### config.mk
export PLATFORM = sky130hd
export DESIGN_NAME = pkt_deframer
export DESIGN_NICKNAME = d
export VERILOG_FILES = /design/src/rtl/pkt_pkg.sv /design/src/rtl/pkt_timeout.sv /design/src/rtl/pkt_deframer.sv
export SDC_FILE = /design/constraint.sdc
export NUM_CORES = 1
export LEC_CHECK = 0
export ABC_AREA = 1
export BUFFER_PORTS_ARGS = -buffer_cell sky130_fd_sc_hd__buf_2
export CAP_MARGIN = 20
export CORE_MARGIN = 4
export CORE_UTILIZATION = 53
export CTS_BUF_LIST = sky130_fd_sc_hd__clkbuf_4 sky130_fd_sc_hd__clkbuf_8
export DETAILED_ROUTE_END_ITERATION = 10
export PLACE_DENSITY_LB_ADDON = 0.2
export SLEW_MARGIN = 30
export SYNTH_ARGS = -nofsm -noshare
export SYNTH_HDL_FRONTEND = slang
export SYNTH_HIERARCHICAL = 1
export SYNTH_SLANG_ARGS = --single-unit
### constraint.sdc
create_clock -name clk -period 1.8 [get_ports clk]
set_input_delay 0.09 -clock clk [delete_from_list [all_inputs] [get_ports clk]]
set_output_delay 0.09 -clock clk [all_outputs]
set_load 0.02 [all_outputs]
### src/rtl/pkt_pkg.sv
// pkt_pkg: shared types and defaults for the packet deframer.
package pkt_pkg;
  typedef enum logic [1:0] {IDLE, PAYLOAD, CHECK, HOLD} state_t;
  localparam logic [7:0] BCAST_ID_DEF = 8'hFF;
  localparam int TIMEOUT_DEF = 1024;
endpackage

### src/rtl/pkt_timeout.sv
// pkt_timeout: idle-cycle counter that pulses expire on the TIMEOUT-th enabled idle cycle.
module pkt_timeout #(
  parameter int TIMEOUT = 1024
) (
  input  logic clk,
  input  logic rst_n,
  input  logic clr,
  input  logic en,
  output logic expire
);
  localparam int CW = $clog2(TIMEOUT + 1);
  logic [CW-1:0] cnt;
  assign expire = en && !clr && cnt == CW'(TIMEOUT - 1);
  always_ff @(posedge clk or negedge rst_n)
    if (!rst_n) cnt <= '0;
    else cnt <= (clr || !en || expire) ? '0 : cnt + 1'b1;
endmodule

### src/rtl/pkt_deframer.sv
// pkt_deframer: strips ID/checksum framing, delivers payload addressed to this vehicle,
// pulses kill on broadcast frames and flags checksum and inter-byte timeout errors.
module pkt_deframer
  import pkt_pkg::*;
#(
  parameter int         PAYLOAD_BYTES = 2,
  parameter logic [7:0] BCAST_ID      = BCAST_ID_DEF,
  parameter int         TIMEOUT       = TIMEOUT_DEF
) (
  input  logic                       clk,
  input  logic                       rst_n,
  input  logic [7:0]                 veh_id,
  input  logic [7:0]                 rx_frame,
  input  logic                       rx_valid,
  output logic                       rx_ready,
  output logic [8*PAYLOAD_BYTES-1:0] data,
  output logic                       data_valid,
  input  logic                       data_ready,
  output logic                       kill,
  output logic                       chk_err,
  output logic                       tmo_err
);
  localparam int DW = 8 * PAYLOAD_BYTES;
  localparam int IW = $clog2(PAYLOAD_BYTES + 1);
  state_t state, state_nxt;
  logic [7:0] id_r, veh_r, xor_r;
  logic [IW-1:0] idx;
  logic xfer, busy, last, sum_ok, is_mine, expire;
  assign rx_ready   = state != HOLD;
  assign data_valid = state == HOLD;
  assign xfer       = rx_valid && rx_ready;
  assign busy       = state == PAYLOAD || state == CHECK;
  assign last       = idx == IW'(PAYLOAD_BYTES - 1);
  assign sum_ok     = rx_frame == xor_r;
  assign is_mine    = id_r == veh_r && veh_r != BCAST_ID;
  pkt_timeout #(.TIMEOUT(TIMEOUT)) u_tmo (
    .clk    (clk),
    .rst_n  (rst_n),
    .clr    (xfer),
    .en     (busy),
    .expire (expire)
  );
  always_comb begin
    state_nxt = state;
    unique case (state)
      IDLE:    state_nxt = xfer ? PAYLOAD : IDLE;
      PAYLOAD: state_nxt = xfer ? (last ? CHECK : PAYLOAD) : (expire ? IDLE : PAYLOAD);
      CHECK:   state_nxt = xfer ? ((sum_ok && is_mine) ? HOLD : IDLE) : (expire ? IDLE : CHECK);
      HOLD:    state_nxt = data_ready ? IDLE : HOLD;
      default: state_nxt = IDLE;
    endcase
  end
  always_ff @(posedge clk or negedge rst_n)
    if (!rst_n) begin
      state   <= IDLE;
      id_r    <= '0;
      veh_r   <= '0;
      xor_r   <= '0;
      idx     <= '0;
      data    <= '0;
      kill    <= 1'b0;
      chk_err <= 1'b0;
      tmo_err <= 1'b0;
    end else begin
      state   <= state_nxt;
      kill    <= state == CHECK && xfer && sum_ok && id_r == BCAST_ID;
      chk_err <= state == CHECK && xfer && !sum_ok;
      tmo_err <= busy && expire;
      if (state == IDLE) begin
        xor_r <= xfer ? rx_frame : 8'h00;
        idx   <= '0;
        if (xfer) begin
          id_r  <= rx_frame;
          veh_r <= veh_id;
        end
      end else if (xfer) begin
        xor_r <= xor_r ^ rx_frame;
        if (state == PAYLOAD) begin
          idx  <= last ? '0 : idx + 1'b1;
          data <= (data << 8) | DW'(rx_frame);
        end
      end
    end
endmodule

# --- Word-level counts from Yosys, hierarchy flattened ---
# Index checks and enable logic that the tools add are counted.
totals:
  regBits: 58
  latch_bits: 0
  ram_bits: 0
  rom_bits: 0
  input_bits: 20
  out_inout_bits: 21
  word_cells: 64
  n_memories: 0
op_classes:
  addsub: 2
  n_mul: 0
  n_div: 0
  n_lt_le_gt_ge: 0
  eq_ne: 10
  shift: 0
  mux: 17
  n_bitwise: 3
  n_reduce_logical: 22
ops:
  columns: ["op", "count"]
  rows:
  - ["$mux W8", 3]
  - ["$mux W2", 10]
  - ["$eq A8 B8 Y1", 2]
  - ["$or A16 B8 Y16", 1]
  - ["$add A11 B1 Y11 const B", 1]
  - ["$eq A11 B10 Y1 const B", 1]
  - ["$mux W11", 1]
  - ["$logic_and A1 B1 Y1", 10]
  - ["$eq A8 B8 Y1 const B", 1]
  - ["$ne A8 B8 Y1 const B", 1]
  - ["$pmux W2 S4", 1]
  - ["$xor A8 B8 Y8", 1]
  - ["$eq A2 B1 Y1 const B", 2]
  - ["$eq A2 B2 Y1 const B", 2]
  - ["$reduce_and A2 Y1", 2]
  - ["$reduce_bool A2 Y1", 2]
  - ["$logic_not A1 Y1", 3]
  - ["$logic_or A1 B1 Y1", 3]
  - ["$reduce_and A3 Y1", 1]
  - ["$add A2 B1 Y2 const B", 1]
  - ["$logic_not A2 Y1", 1]
  - ["$mux W1", 2]
  - ["$ne A2 B2 Y1 const B", 1]
  - ["$not A1 Y1", 1]

# --- Logic depth before layout (Yosys ltp) ---
# Gate-level depths: netlist (run 1).
logic_depth:
  ltp_word: 8
  depth_mapped: 12
  ltp_nobuf: 12

# --- Hierarchy ---
# Netlist (run 1), hierarchy kept.
modules_own_cells:
  columns: ["mod", "instances", "cells_each", "area_per_inst_um2", "seq_area_each_um2"]
  rows:
  - ["pkt_deframer", 1, 290, 2318.5, 1176.1]
  - ["pkt_timeout", 1, 75, 583.1, 275.3]

# --- Worst setup path before layout (run 1) ---
# No wires, ideal clock.
synth_path:
  kind: "flip-flop to flip-flop"
  from: "register state[0]"
  to: "register state[0]"
  setup_ns: 0.117
  arrival_ns: 1.875
  required_time_ns: 1.683
  slack_ns: -0.192
  path_stages_with_launch: 13
  path_buffers: 0
  period_less_slack_ns: 1.992
  cell_sequence: "dfrtp_1 ha_1 inv_2 nand2_4 inv_1 nor2_1 inv_1 nor3_1 nand2_1 nand3_1 nand3_1 nand2_1 nand2_1"
synth_via:
  word_cells_on_any_way: 15
  classes_between: "eq/ne: 4; mux: 5; reduce/logical: 6"
synth_lines:
  columns: ["element", "line_no", "text"]
  rows:
  - ["start, declared", "pkt_deframer.sv:25", "state_t state, state_nxt;"]
  - ["start signal, assigned", "pkt_deframer.sv:65", "state <= state_nxt;"]
  - ["$eq A2 B2 Y1", null, null]
  - ["via data_valid", "pkt_deframer.sv:17", "output logic data_valid,"]
  - ["$pmux W2 S4", "pkt_deframer.sv:45", "unique case (state)"]
  - ["via state_nxt[0]", "pkt_deframer.sv:25", null]
# The timed path passes the listed nets, and every way through them passes these cells.
# A chain may end at the register's enable or synchronous reset.

# --- Worst setup path in the final report (run 1) ---
layout_path:
  from: "register state[0]"
  to: "register state[0]"
layout_via:
  word_cells_on_any_way: 15
  classes_between: "eq/ne: 4; mux: 5; reduce/logical: 6"
layout_lines:
  columns: ["element", "line_no", "text"]
  rows:
  - ["$eq A2 B1 Y1 or $eq A2 B2 Y1 (tied branches)", "pkt_deframer.sv:32", "assign busy = state == PAYLOAD || state == CHECK;"]
  - ["$logic_or A1 B1 Y1 (*)", "pkt_deframer.sv:32", null]
  - ["via busy", "pkt_deframer.sv:28", "logic xfer, busy, last, sum_ok, is_mine, expire;"]
  - ["$logic_and A1 B1 Y1 (*) (2 in a row)", "pkt_timeout.sv:13", "assign expire = en && !clr && cnt == CW'(TIMEOUT - 1);"]
  - ["via expire", "pkt_deframer.sv:28", null]
  - ["$mux W1 (*)", "pkt_deframer.sv:47", "PAYLOAD: state_nxt = xfer ? (last ? CHECK : PAYLOAD) : (expire ? IDLE : PAYLOAD);"]
  - ["$mux W2 (*)", "pkt_deframer.sv:47", null]
  - ["$pmux W2 S4 (*)", "pkt_deframer.sv:45", null]
  - ["via state_nxt[0]", "pkt_deframer.sv:25", null]
# The timed path passes the listed nets; every way through them passes the cells marked *.

==> results of run 1 <==
[repair_timing]
action,CTS,global route
hold buffers,9,0
endpoints found under the hold margin,66,0
setup buffers,0,2
gates resized for setup,0,1
setup endpoints to repair,0,2
[per-stage QoR]
| step | setup TNS, ps | setup WS [ps] | power (mW) |
|---|---|---|---|
| final | 0 | 129 | 5.02 |
| after global routing | -35.5 | -35.5 | 5.41 |
| after CTS | 0 | 2.17 | 5.05 |
| after detailed placement | 0 | 60.8 | 3.96 |
| after global placement | 0 | 168 | 3.91 |
| after floorplan | 0 | 42.9 | 3.39 |
[cell families (layout without fill, tap and decap cells)]
kind of cell,count (synthesis),after routing,share of synthesized area
xor+xnor,3,3,0.00906
buf+inv,71,138,0.0996
simple gates,184,184,0.273
compound gates,44,44,0.0970
fa+ha+maj,5,5,0.0216
flops,58,58,0.500
[per-layer routing]
metal	up-vias	share of wire	track usage
met3	15	0.038	0.0406
met1	1139	0.44	0.244
met2	38	0.50	0.310
li1	1243	-	-
met4	0	0.023	0.108
met5	-	0	0
[worst paths after layout]
check	startpoint	end	slack, ps	cells past startpoint
worst max-delay path	state[0]	state[0]	130	11
worst min-delay path	rx_frame[0]	data[0]	10	3
worst max register to register	state[0]	state[0]	130	11
worst min register to register	u_tmo/cnt[0]	u_tmo/cnt[0]	470	1
max in group asynchronous	rst_n	u_tmo/cnt[6]	1250	3
min in group asynchronous	rst_n	data[10]	290	3
[synthesized netlist by cell type]
cell type,number
a21oi_1,1
o211ai_1,8
nor4_1,2
o21ai_2,8
nor3_1,4
buf_6,1
buf_2,2
nand2_4,1
o21ai_1,1
nor2_4,1
nand2_1,121
nor2_8,2
o21ai_4,1
nor2_2,3
inv_4,2
xnor2_1,2
dfrtp_1,58
nand4_1,2
nand2_2,4
o21ai_0,25
buf_4,2
nand3_1,11
or2_2,1
inv_2,1
xor2_1,1
ha_1,5
nand3b_1,1
inv_1,63
nor2_1,31
[registers in the layout, indices dropped and copies added, names as in the netlist]
register	cells
chk_err	1
data	16
id_r	8
idx	2
kill	1
state	2
tmo_err	1
u_tmo/cnt	11
veh_r	8
xor_r	8
[cell type report]
cell class                 instances  area share
clock buffer                      12      0.0449
clock inverter                     3     0.00424
inverter                          66      0.0714
multi-input combinational        236       0.335
sequential                        58       0.410
tap                               70      0.0247
timing repair buffer              57       0.110
[where the power goes]
part           leakage (nW)  switching [mW]  internal, mW
registers             0.746           0.273          1.76
logic                  1.00            1.24         0.695
clock network        0.0954           0.481         0.575
total                  1.84            2.00          3.03
[critical path, delay by kind of cell, from the launching register on]
kind,cells,cell delay (ps)
fa+ha+maj,1,310
buf+inv,3,220
flops,1,410
simple gates,7,620
==> run summary, run 1 <==
area share of the leading cell type in the synthesized netlist -> 0.500
number of buffers inserted during clock tree synthesis -> 9
Reg clk slew, reported paths -> 60 ps
GR Util All Layers -> 0.194
Die Height -> 82.0 um
number of sinks handled by clock tree synthesis -> 58
IO buf count -> 40
row count -> 26
CTS HTree Levels -> 3
total instance count after detailed placement -> 476
kind of start point of the critical path -> flip-flop
worst-path fanout max -> 3
worst hold path class -> in2reg
Worst Path Required -> 2020 ps
CP peak stage delay -> 410 ps
clock latency of the later-clocked register in the worst-skew pair -> 330 ps
capturing element type of the critical path -> flip-flop
starting utilization of the core area -> 0.557
Achievable Freq -> 598 MHz
post-route ant nets -> 0
filler cell count -> 434
final net count -> 453
maximum number of pins on one net before global-route repair -> 59
area of all sequential standard cells -> 1450 um^2
min Tclk post-route -> 1670 ps
top post-synthesis cells by area -> dfrtp_1 50%, nand2_1 16%, inv_1 8.2%, o21ai_0 4.3%, nor2_1 4.0%
commonest non-fill, non-tap cell in the layout -> nand2_1
Rel. slew slack -> 0.763
Worst Max-Slew Pin Slew -> 353 ps
library cell occupying the most area in the post-synthesis netlist -> dfrtp_1
instance count of the mapped netlist -> 365
top library cells by usage in the layout, fill and taps aside -> 121 x nand2_1, 63 x inv_1, 58 x dfrtp_1
I/O pin count -> 41
final setup violating endpoints -> 0
fraction of the yosys area taken by sequential cells -> 0.500
via count -> 2435
final core utilization -> 0.680
initial antenna violation count -> 0
aggregate global routing overflow -> 0
placed standard-cell area -> 3260 um^2
Fin Clk Skew -> 6.73 ps
result of the run -> completed
share of post-route cells with drive strength above 1 -> 0.208
final std cell area, no fill -> 3540 um^2
post-route DRC violation count -> 0
worst hold slack -> 14.9 ps
synthesized area -> 2900 um^2
post-synthesis average cell area -> 7.95 um^2
final RePlAce weighted congestion -> 0.784
via count of the first global-routing pass -> 2342
number of violations of the max-capacitance limit -> 0
crit share post-route -> 0.928
Die Footprint -> 6720 um^2
global-route wire length before repair -> 10000 um
Post-Layout Cell Count -> 502
Ys Warns -> 6
critical path's slowest cell -> dfrtp_1
area of the core -> 5200 um^2
Post-DP HPWL -> 4150 um
distinct cell type count after synthesis -> 29
static power due to leakage -> 1.84 nW
antenna diode count -> 0
drt via density -> 4.85
Bufs on Longest Clock Path -> 2
Root Buffer Master -> clkbuf_8
worst path cell trace -> inv_1 -> ha_1 -> inv_1 -> nor2_2 -> inv_1 -> nor3_4 -> nand2_1 -> nand3_1 -> nand3_1 -> nand2_1 -> nand2_1
count of endpoints failing hold in the final timing report -> 0
count of final max-slew check failures -> 0
Peak supply drop -> 0.000725 V
wire per inst -> 11.8 um
CTS tree -> yes
detailed-routing iteration count for the pre-antenna-repair pass -> 4
iteration-0 DRC count of the detailed router -> 127
area added between synthesis and finish -> 22.0%
Detailed Route WL -> 5900 um
Post-Syn Nets -> 390
arrival time of the worst setup path -> 1890 ps
power per unit of standard cell area -> 1420 nW/um^2
width of the die -> 82.0 um
startpoint-to-endpoint class of the critical path -> reg2reg
register bit count reported by yosys -> 58
total area of multi-input combinational cells -> 1190 um^2
Power figures use the tool's default switching activity.
==> inputs of run 2 (changes only) <==
- CORE_ASPECT_RATIO: not set -> 1.1
- PLACE_DENSITY: not set -> 0.78
- PLACE_DENSITY_LB_ADDON: 0.2 -> not set
==> run summary, run 2 (synthesized netlist as in run 1, its figures left out) <==
worst-path fanout max -> 3
result of the run -> completed
largest reg by FF count -> data
wire per inst -> 11.9 um
I/O pin count -> 41
filler cell count -> 439
number of flip-flops under the largest register name -> 16
area added between synthesis and finish -> 25.0%
Die Height -> 85.6 um
capturing element type of the critical path -> flip-flop
worst hold path class -> in2reg
CP peak stage delay -> 410 ps
via count of the first global-routing pass -> 2498
Crit path buffers/inverters -> 3
antenna diode count -> 0
critical path's slowest cell -> dfrtp_1
power per unit of standard cell area -> 1480 nW/um^2
clock latency of the later-clocked register in the worst-skew pair -> 340 ps
Peak supply drop -> 0.000692 V
top cell family by delay on the critical path -> simple AND/OR/NAND/NOR gates
via count -> 2490
total power consumption of the routed design -> 5.38 mW
FF-to-FF setup slack -> 170 ps
IO buf count -> 40
Rel. slew slack -> 0.664
metal2 WL -> 3100 um
top routing layer in use -> met4
Die Footprint -> 6720 um^2
global-route wire length before repair -> 10900 um
aggregate global routing overflow -> 0
worst setup slack after layout -> 173 ps
GR Util All Layers -> 0.208
min Tclk post-route -> 1630 ps
startpoint-to-endpoint class of the critical path -> reg2reg
detailed-routing iteration count for the pre-antenna-repair pass -> 4
row count -> 28
crit share post-route -> 0.904
accumulated negative setup slack -> 0 ps
Worst Path Required -> 2020 ps
Worst Max-Slew Pin Slew -> 503 ps
Bufs on Longest Clock Path -> 2
static power due to leakage -> 1.88 nW
setup repair after global routing missed its margin -> false
share of post-route cells with drive strength above 1 -> 0.219
sum of routed wire segments on met1 -> 2600 um
worst setup slack after placement -> 64.5 ps
drt via density -> 4.85
starting utilization of the core area -> 0.541
met3 wire length -> 266 um
final RePlAce weighted congestion -> 0.820
commonest non-fill, non-tap cell in the layout -> nand2_1
worst path cell trace -> inv_1 -> ha_1 -> inv_1 -> nor2_2 -> inv_1 -> nor3_4 -> nand2_1 -> nand3_1 -> nand3_1 -> nand2_1 -> nand2_1
largest registers ranked by flip-flop count -> data (16), u_tmo/cnt (11)
final setup violating endpoints -> 0
number of violations of the max-capacitance limit -> 0
Achievable Freq -> 615 MHz
count of final max-slew check failures -> 0
Reg clk slew, reported paths -> 70 ps
post-route ant nets -> 0
Fin Clk Skew -> 7.06 ps
top library cells by usage in the layout, fill and taps aside -> 121 x nand2_1, 62 x inv_1, 58 x dfrtp_1
Detailed Route WL -> 6120 um
count of endpoints failing hold in the final timing report -> 0
width of the die -> 78.5 um
CTS tree -> yes
maximum number of pins on one net before global-route repair -> 22
Post-DP HPWL -> 4320 um
number of buffers inserted during clock tree synthesis -> 9
final core utilization -> 0.676
post-route DRC violation count -> 0
CTS HTree Levels -> 3
kind of start point of the critical path -> flip-flop
initial antenna violation count -> 0
iteration-0 DRC count of the detailed router -> 166
arrival time of the worst setup path -> 1850 ps
area of the core -> 5360 um^2
number of sinks handled by clock tree synthesis -> 58
final net count -> 458
Root Buffer Master -> clkbuf_8
run 2: cell types whose count changed in the layout (fill, tap and decap cells not counted), sizes merged:
cell,change
buf,+4
bufinv,+2
clkinv,-2
clkinvlp,+1
dlygate4sd3,+1
run 2: area by class of cell:
| class | instances | area, um^2 | area share |
|---|---|---|---|
| clock inverter | 4 | 72.6 | 0.0200 |
| multi-input combinational | 236 | 1190 | 0.327 |
| sequential | 58 | 1450 | 0.400 |
| inverter | 66 | 253 | 0.0697 |
| clock buffer | 12 | 165 | 0.0455 |
| tap | 75 | 93.8 | 0.0259 |
| timing repair buffer | 62 | 403 | 0.111 |
run 2: path summary, 6_finish.rpt:
kind                                end  depth (start not counted)    startpoint
max                            state[0]                         11      state[0]
min                             data[3]                          3   rx_frame[3]
max reg2reg                    state[0]                         11      state[0]
min reg2reg                u_tmo/cnt[0]                          1  u_tmo/cnt[0]
max in group asynchronous      xor_r[7]                          3         rst_n
min in group asynchronous       id_r[2]                          2         rst_n
run 2: worst reg2reg max path: cells and delay by family (launching register included):
family                     cells  cell delay, ps
DFF                            1             410
buffers and inverters          3             230
and+or+nand+nor                7             580
adders and majority gates      1             310
run 2: what timing repair did:
action / CTS / global route
setup buffers: 0 / 6
resized for setup: 0 / 2
setup endpoints to repair: 0 / 2
hold buffers: 10 / 0
hold endpoints to repair: 28 / 0
run 2: per-stage QoR:
| step | hold WS [ps] | area [um^2] | instances |
|---|---|---|---|
| 6_report | 12.1 | 3630 | 513 |
| 3_3_place_gp | 75.6 | 3240 | 481 |
| 2_1_floorplan | -206 | 2920 | 365 |
| 5_1_grt | 7.19 | 3630 | 513 |
| 4_1_cts | 3.35 | 3570 | 507 |
| 3_5_place_dp | 88.8 | 3240 | 481 |
run 2: per-layer routing:
metal / global-route usage / vias to the layer above
met5: 0 / -
met4: 0.113 / 0
met3: 0.0399 / 14
met2: 0.358 / 44
met1: 0.244 / 1179
li1: - / 1253
run 2: power by group:
| group | total [mW] | internal [mW] | switching [mW] | leakage [nW] |
|---|---|---|---|---|
| registers | 2.03 | 1.76 | 0.274 | 0.746 |
| logic | 1.95 | 0.687 | 1.26 | 1.02 |
| clock network | 1.39 | 0.890 | 0.503 | 0.119 |
